### config.mk
export PLATFORM = sky130hd
export DESIGN_NAME = icache_axi_rd_bridge
export DESIGN_NICKNAME = d
export VERILOG_FILES = /design/src/rtl/icache_axi_rd_bridge_pkg.sv /design/src/rtl/icache_axi_rd_bridge.sv
export SDC_FILE = /design/constraint.sdc
export NUM_CORES = 1
export LEC_CHECK = 0
export BUFFER_PORTS_ARGS = -buffer_cell sky130_fd_sc_hd__buf_2
export CAP_MARGIN = 20
export CORE_MARGIN = 10
export CORE_UTILIZATION = 45
export DETAILED_ROUTE_END_ITERATION = 10
export GPL_ROUTABILITY_DRIVEN = 0
export PLACE_DENSITY = 0.81
export SLEW_MARGIN = 0
export SYNTH_ARGS = -nofsm -noshare
export SYNTH_HDL_FRONTEND = slang
export SYNTH_SLANG_ARGS = --single-unit
### constraint.sdc
create_clock -name clk -period 1.7 [get_ports clk]
set_input_delay 0.085 -clock clk [delete_from_list [all_inputs] [get_ports clk]]
set_output_delay 0.085 -clock clk [all_outputs]
set_load 0.01 [all_outputs]
### src/rtl/icache_axi_rd_bridge_pkg.sv
// icache_axi_rd_bridge_pkg: shared FSM state encoding, AXI constants and default AXI id
package icache_axi_rd_bridge_pkg;
  typedef enum logic [1:0] {IDLE, AR, R, RESP} state_e;
  localparam logic [2:0] SIZE_8B        = 3'b011;
  localparam logic [1:0] BURST_INCR     = 2'b01;
  localparam logic [1:0] RESP_OKAY      = 2'b00;
  localparam logic [1:0] RESP_SLVERR    = 2'b10;
  localparam logic [1:0] RESP_DECERR    = 2'b11;
  localparam int         DEFAULT_AXI_ID = 0;
endpackage

### src/rtl/icache_axi_rd_bridge.sv
// icache_axi_rd_bridge: turns one I-cache refill request into one single-beat AXI4 read.
// Ports: clk/rst (sync, active-high); req_ena/req_addr from the cache miss logic;
// rsp_valid/rsp_data/rsp_err one-cycle response back to the cache; busy while not IDLE;
// ar*/r* AXI4 read channels of the instruction master port.
// Optional macro ICACHE_AXI_RD_BRIDGE_TIMEOUT_EN adds an 8-bit watchdog that forces an
// error response after TIMEOUT stalled cycles in AR or R.
import icache_axi_rd_bridge_pkg::*;
module icache_axi_rd_bridge #(
  parameter int ADDR_W  = 32,
  parameter int DATA_W  = 64,
  parameter int ID_W    = 4,
  parameter int AXI_ID  = DEFAULT_AXI_ID,
  parameter int TIMEOUT = 255
) (
  input  logic              clk,
  input  logic              rst,
  input  logic              req_ena,
  input  logic [63:0]       req_addr,
  output logic              rsp_valid,
  output logic [DATA_W-1:0] rsp_data,
  output logic              rsp_err,
  output logic              busy,
  output logic              arvalid,
  input  logic              arready,
  output logic [ADDR_W-1:0] araddr,
  output logic [ID_W-1:0]   arid,
  output logic [7:0]        arlen,
  output logic [2:0]        arsize,
  output logic [1:0]        arburst,
  input  logic              rvalid,
  output logic              rready,
  input  logic [DATA_W-1:0] rdata,
  input  logic [1:0]        rresp,
  input  logic              rlast,
  input  logic [ID_W-1:0]   rid
);
  state_e              state_q, state_d;
  logic [ADDR_W-1:0]   araddr_q, araddr_d;
  logic [DATA_W-1:0]   data_q, data_d;
  logic [1:0]          resp_q, resp_d;
  logic                got_q, got_d;
  logic                unused_ok;
`ifdef ICACHE_AXI_RD_BRIDGE_TIMEOUT_EN
  logic [7:0]          cnt_q, cnt_d;
`endif
  // RESP always returns to IDLE without looking at req_ena, so a request still held
  // during the response cycle cannot launch a duplicate transaction.
  always_comb begin
    state_d  = state_q;
    araddr_d = araddr_q;
    data_d   = data_q;
    resp_d   = resp_q;
    got_d    = got_q;
    case (state_q)
      IDLE: if (req_ena) begin
        state_d  = AR;
        araddr_d = {req_addr[ADDR_W-1:3], 3'b000};
        data_d   = '0;
        resp_d   = RESP_OKAY;
        got_d    = 1'b0;
      end
      AR: state_d = arready ? R : AR;
      R: if (rvalid) begin
        if (!got_q && rid == ID_W'(AXI_ID)) begin
          data_d = rdata;
          resp_d = rresp;
          got_d  = 1'b1;
        end
        state_d = rlast ? RESP : R;
      end
      default: state_d = IDLE;
    endcase
`ifdef ICACHE_AXI_RD_BRIDGE_TIMEOUT_EN
    cnt_d = cnt_q;
    if (state_q == IDLE || (state_q == AR && arready)) cnt_d = '0;
    else if ((state_q == AR && !arready) || (state_q == R && !rvalid)) begin
      cnt_d = cnt_q + 8'd1;
      if (cnt_d == 8'(TIMEOUT)) begin
        state_d = RESP;
        resp_d  = RESP_SLVERR;
        data_d  = '0;
      end
    end
`endif
  end
  always_ff @(posedge clk) begin
    if (rst) begin
      state_q  <= IDLE;
      araddr_q <= '0;
      data_q   <= '0;
      resp_q   <= RESP_OKAY;
      got_q    <= 1'b0;
    end else begin
      state_q  <= state_d;
      araddr_q <= araddr_d;
      data_q   <= data_d;
      resp_q   <= resp_d;
      got_q    <= got_d;
    end
  end
`ifdef ICACHE_AXI_RD_BRIDGE_TIMEOUT_EN
  always_ff @(posedge clk) cnt_q <= rst ? 8'd0 : cnt_d;
`endif
  // rresp[1] covers both SLVERR and DECERR; error responses never leak data.
  assign rsp_valid = state_q == RESP;
  assign rsp_err   = rsp_valid && resp_q[1];
  assign rsp_data  = (rsp_valid && !resp_q[1]) ? data_q : '0;
  assign busy      = state_q != IDLE;
  assign arvalid   = state_q == AR;
  assign rready    = state_q == R;
  assign araddr    = araddr_q;
  assign arid      = ID_W'(AXI_ID);
  assign arlen     = 8'd0;
  assign arsize    = SIZE_8B;
  assign arburst   = BURST_INCR;
  assign unused_ok = ^{req_addr[63:ADDR_W], req_addr[2:0], TIMEOUT[0]};
endmodule

# [Word-level counts from Yosys, hierarchy flattened]
# Index checks and enable logic that the tools add are counted.
[word_totals] output_inout_bits=118 input_bits=140 regBits=98 elab_cells=41
[op_classes] n_mux=18 reduce_logical=12 n_eq_ne=6
[ops] operator="2-to-1 mux 64 bit" n=4
[ops] operator="one-hot mux 64 bit (2 select lines)" n=1
[ops] operator="2-to-1 mux 2 bit" n=6
[ops] operator="one-hot mux 2 bit (3 select lines)" n=1
[ops] operator="equality test 2 bit, second input constant" n=2
[ops] operator="zero test 4 bit" n=1
[ops] operator="2-to-1 mux 1 bit" n=4
[ops] operator="inequality test 2 bit, second input constant" n=2
[ops] operator="one-hot mux 2 bit (2 select lines)" n=1
[ops] operator="AND reduction 2 bit" n=2
[ops] operator="AND reduction 4 bit" n=1
[ops] operator="nonzero test 2 bit" n=2
[ops] operator="logical AND 1 bit" n=3
[ops] operator="equality test 2 x 1 -> 1 bit, second input constant" n=1
[ops] operator="zero test 1 bit" n=2
[ops] operator="zero test 2 bit" n=1
[ops] operator="inequality test 2 x 1 -> 1 bit, second input constant" n=1
[ops] operator="one-hot mux 1 bit (2 select lines)" n=1

# [Depth between registers and ports, before layout]
[logic_depth] ltp_word=5 depth_mapped=6 ltp_nobuf=3

# [Worst setup path before layout]
# Ideal clock, no wire load.
[synth_path] kind="reg-to-reg" startpoint="register state_q[0]" endpoint="register data_q[46]" n_path_buf=3 path_stages_with_launch=7 required_ps=1568 arrival_ps=1413 setup_ps=132 synth_period_minus_slack_ps=1545 slack_ps=155 path_cell_list="dfxtp_1 buf_6 or4b_4 buf_6 buf_6 o211ai_2 a21oi_1"
[synth_via] elab_chain_len=3 word_cells_on_any_way=8 cone_classes="4 x eq/ne; 1 x mux; 3 x reduce/logical"
[synth_rtl] element="start: declaration" line_no="icache_axi_rd_bridge.sv:37" text="state_e state_q, state_d;"
[synth_rtl] element="start signal: assignment" line_no="icache_axi_rd_bridge.sv:94" text="state_q <= state_d;"
[synth_rtl] element="equality test 2 bit / zero test 2 bit (equally long branches)" line_no="icache_axi_rd_bridge.sv:54" text="case (state_q)"
[synth_rtl] element="inequality test 2 x 1 -> 1 bit (no source line), or another cell as far along"
[synth_rtl] element="AND reduction 4 bit (no source line)"
[synth_rtl] element="end signal: assignment" line_no="icache_axi_rd_bridge.sv:96" text="data_q <= data_d;"
[synth_rtl] element="end: declaration" line_no="icache_axi_rd_bridge.sv:39" text="logic [DATA_W-1:0] data_q, data_d;"
# Several ways; a longest one is shown, not always the timed one.
# A chain may end at the register's enable or synchronous reset.

# [Worst setup path after layout]
[layout_path] startpoint="register state_q[0]" endpoint="output port rsp_data[58]"
[layout_via] elab_chain_len=3
[layout_rtl] element="equality test 2 bit" line_no="icache_axi_rd_bridge.sv:105" text="assign rsp_valid = state_q == RESP;"
[layout_rtl] element="logical AND 1 bit" line_no="icache_axi_rd_bridge.sv:107" text="assign rsp_data = (rsp_valid && !resp_q[1]) ? data_q : '0;"
[layout_rtl] element="2-to-1 mux 64 bit" line_no="icache_axi_rd_bridge.sv:107"
[layout_rtl] element="end: declaration" line_no="icache_axi_rd_bridge.sv:20" text="output logic [DATA_W-1:0] rsp_data,"
# Every way passes these cells.

==> results_dict.tcl <==
set metrics [dict create \
    synth_common_cells "97 x dfxtp_1, 96 x a21oi_1, 66 x nand3_1, 65 x and2_1, 58 x nand2_1" \
    ir_worst_vdd_uv 539 \
    drt_iter0_drc 546 \
    synth_edf_count 0 \
    io_pins 258 \
    final_core_util 0.742 \
    synth_top_area_share 0.411 \
    clockBufferDepth 2 \
    numCtsBuffers 9 \
    syn_to_final_growth_pct 61.3 \
    critPathArrivalTime_ns 1.79 \
    drt.antenna.violating_nets 0 \
    max_freq_mhz 532 \
    dieArea_um2 15000 \
    period_minus_slack_ns 1.88 \
    gr-total-overflow 0 \
    ys_seq_elements 97 \
    gr-usage-all-layers 0.244 \
    drt_wl_total_mm 20.9 \
    syn_area_um2 4730 \
    grt_max_degree 98 \
    cp_max_fo 8 \
    timing.rr.start "state_q[1]$_SDFFE_PP0P_" \
    rr_endpoint "data_q[21]$_SDFFE_PP0P_" \
    cp-endpoint "rsp_data[58]" \
    p_per_area_nw_per_um2 613 \
    violations "negative setup slack" \
    vias_per_cell 5.60 \
    worstRegToRegCells 6 \
    status "finished, violations left" \
    dieHeight_um 122 \
    yosysMostFrequentCell "dfxtp_1" \
    end_kind "output port" \
    clk_pin_slew_ns 0.09 \
    vias 5428 \
    clock_latency_ns 0.37 \
    synth-seq-area-share 0.411 \
    power_leakage_nw 3.29 \
    die_w_um 122 \
    fin_crit_sh 1.10 \
    avgSynthCellArea_um2 8.64 \
    setup.worst_path.start "state_q[0]$_SDFFE_PP0P_" \
    dr.pass1.iters 5 \
    worst_slack_ns -0.178 \
    core_area_um2 10300 \
    pre_cts_slack_ns 0.0815 \
    netlist_instances 547 \
    ctsHtreeMaxLevel 3 \
    yosysUniqueCellTypes 25 \
    fin_nets 964 \
    reg2reg_setup_slack_ns -0.15 \
    critPathKind "reg2out" \
    dp_hpwl_mm 9.98 \
    finalHoldViolCount 0 \
    synth_warnings 0 \
    hold_path_class "in2reg" \
    drv_slew 0 \
    max-cap-violations 0 \
    avgRoutedWirePerCell_um 21.6 \
    grt_pass1_wl_mm 29.3 \
    final_layout_size_suffix_gt1_frac 0.419 \
    yosys.area.top_type "dfxtp_1" \
    async_flop_share 0 \
    port_buffers 201 \
    ys.flop_type "dfxtp_1" \
    drt_drc_violations_left 0 \
    grt_pass1_vias 5452 \
    start_util 0.460 \
    setup_violations 121 \
    cts.sinks 97 \
    cp.required_ns 1.62 \
    antenna_found_initial 2 \
    cts_tree "done" \
    root_buffer "clkbuf_8" \
    finClkSkew_ns 0.0125 \
    rsz0062_at_grt "true" \
    synth_area_leaders "dfxtp_1 41%, o211ai_2 13%, a21oi_1 10%" \
    start_kind "flop" \
    rows 37 \
]
sequential cells by signal, indices dropped and copies added (netlist names):
register  count
araddr       29
data_q       64
got_q         1
resp_q        1
state_q       2
metrics by stage:
stage / instance area, µm² / setup TNS (ns) / instances / power (W) / hold slack, ns
after floorplan: 4790 / 0 / 565 / 0.00277 / 0.221
after global placement: 5720 / 0 / 833 / 0.00298 / 0.327
after detailed placement: 5720 / 0 / 833 / 0.00300 / 0.331
after CTS: 7160 / -7.44 / 957 / 0.00458 / 0.00168
after global routing: 7620 / -20.61 / 967 / 0.00486 / -0.000642
final: 7620 / -12.48 / 969 / 0.00467 / 0.0348
layout make-up:
class,count,area (µm²)
Sequential cell,97,1940
Antenna cell,4,10.0
Fill cell,669,2660
Clock buffer,14,163
Tap cell,136,170
Multi-Input combinational cell,387,2560
Clock inverter,2,12.5
Timing Repair Buffer,329,2770
worst max-delay path: stages (launching register included):
cell	delay, ns
dfxtp_2	0.36
buf_6	0.10
and2_4	0.13
nor2b_4	0.18
buf_6	0.13
buf_6	0.12
buf_16	0.14
and2_4	0.15
buf_6	0.10
layer usage:
| layer | GRT usage | share of wire | vias up |
|---|---|---|---|
| met4 | 0.103 | 0.027 | 0 |
| li1 | - | - | 2425 |
| met2 | 0.403 | 0.50 | 341 |
| met5 | 0 | 0 | - |
| met3 | 0.103 | 0.10 | 47 |
| met1 | 0.271 | 0.37 | 2615 |
power by group:
| part | total, W | switching [W] | internal, W |
|---|---|---|---|
| combinational | 0.000916 | 0.000496 | 0.000419 |
| clock | 0.00140 | 0.000787 | 0.000614 |
| sequential | 0.00236 | 0.0000330 | 0.00232 |
worst min path at each step:
stage | slack [ns] | to | cells past startpoint | start
global placement | 0.33 | araddr[30]$_SDFFE_PP0P_ | 3 | req_addr[30]
global route | -0.0006 | state_q[1]$_SDFFE_PP0P_ | 3 | arready
detailed placement | 0.33 | araddr[17]$_SDFFE_PP0P_ | 3 | req_addr[17]
finish | 0.03 | state_q[1]$_SDFFE_PP0P_ | 3 | arready
floorplan | 0.22 | araddr[10]$_SDFFE_PP0P_ | 2 | req_addr[10]
CTS | 0.002 | state_q[1]$_SDFFE_PP0P_ | 3 | arready
placed cells by master, fill, tap and decap left out, drive strengths merged, types with 2 or more instances in the layout:
cell type | Yosys | layout
dlygate4sd3 | 0 | 95
nand2 | 58 | 58
or4b | 2 | 2
clkbuf | 25 | 20
conb | 2 | 20
nor2b | 3 | 3
dfxtp | 97 | 97
buf | 56 | 227
nor2 | 2 | 2
nand2b | 2 | 2
o211ai | 65 | 65
nand3 | 66 | 66
and2 | 65 | 65
diode | 0 | 4
nor4b | 2 | 2
a21oi | 96 | 96
cells by family (layout without fill, tap and decap cells):
kind of cell / count (synthesis) / in the layout / synth area share
AOI/OAI and AO/OA: 163 / 163 / 0.261
buffers and inverters: 81 / 345 / 0.0988
DFF: 97 / 97 / 0.411
other: 2 / 24 / 0.00159
and+or+nand+nor: 204 / 204 / 0.228
what timing repair did:
| item | CTS | global route |
|---|---|---|
| gates resized for setup | 29 | 68 |
| setup buffers | 8 | 1 |
| endpoints found under the setup margin | 64 | 85 |
| cloned | 5 | 7 |
| hold endpoints to repair | 95 | 0 |
| pin swaps | 20 | 23 |
| hold buffers | 95 | 0 |
Note: power is estimated with default switching activity, not from simulation.
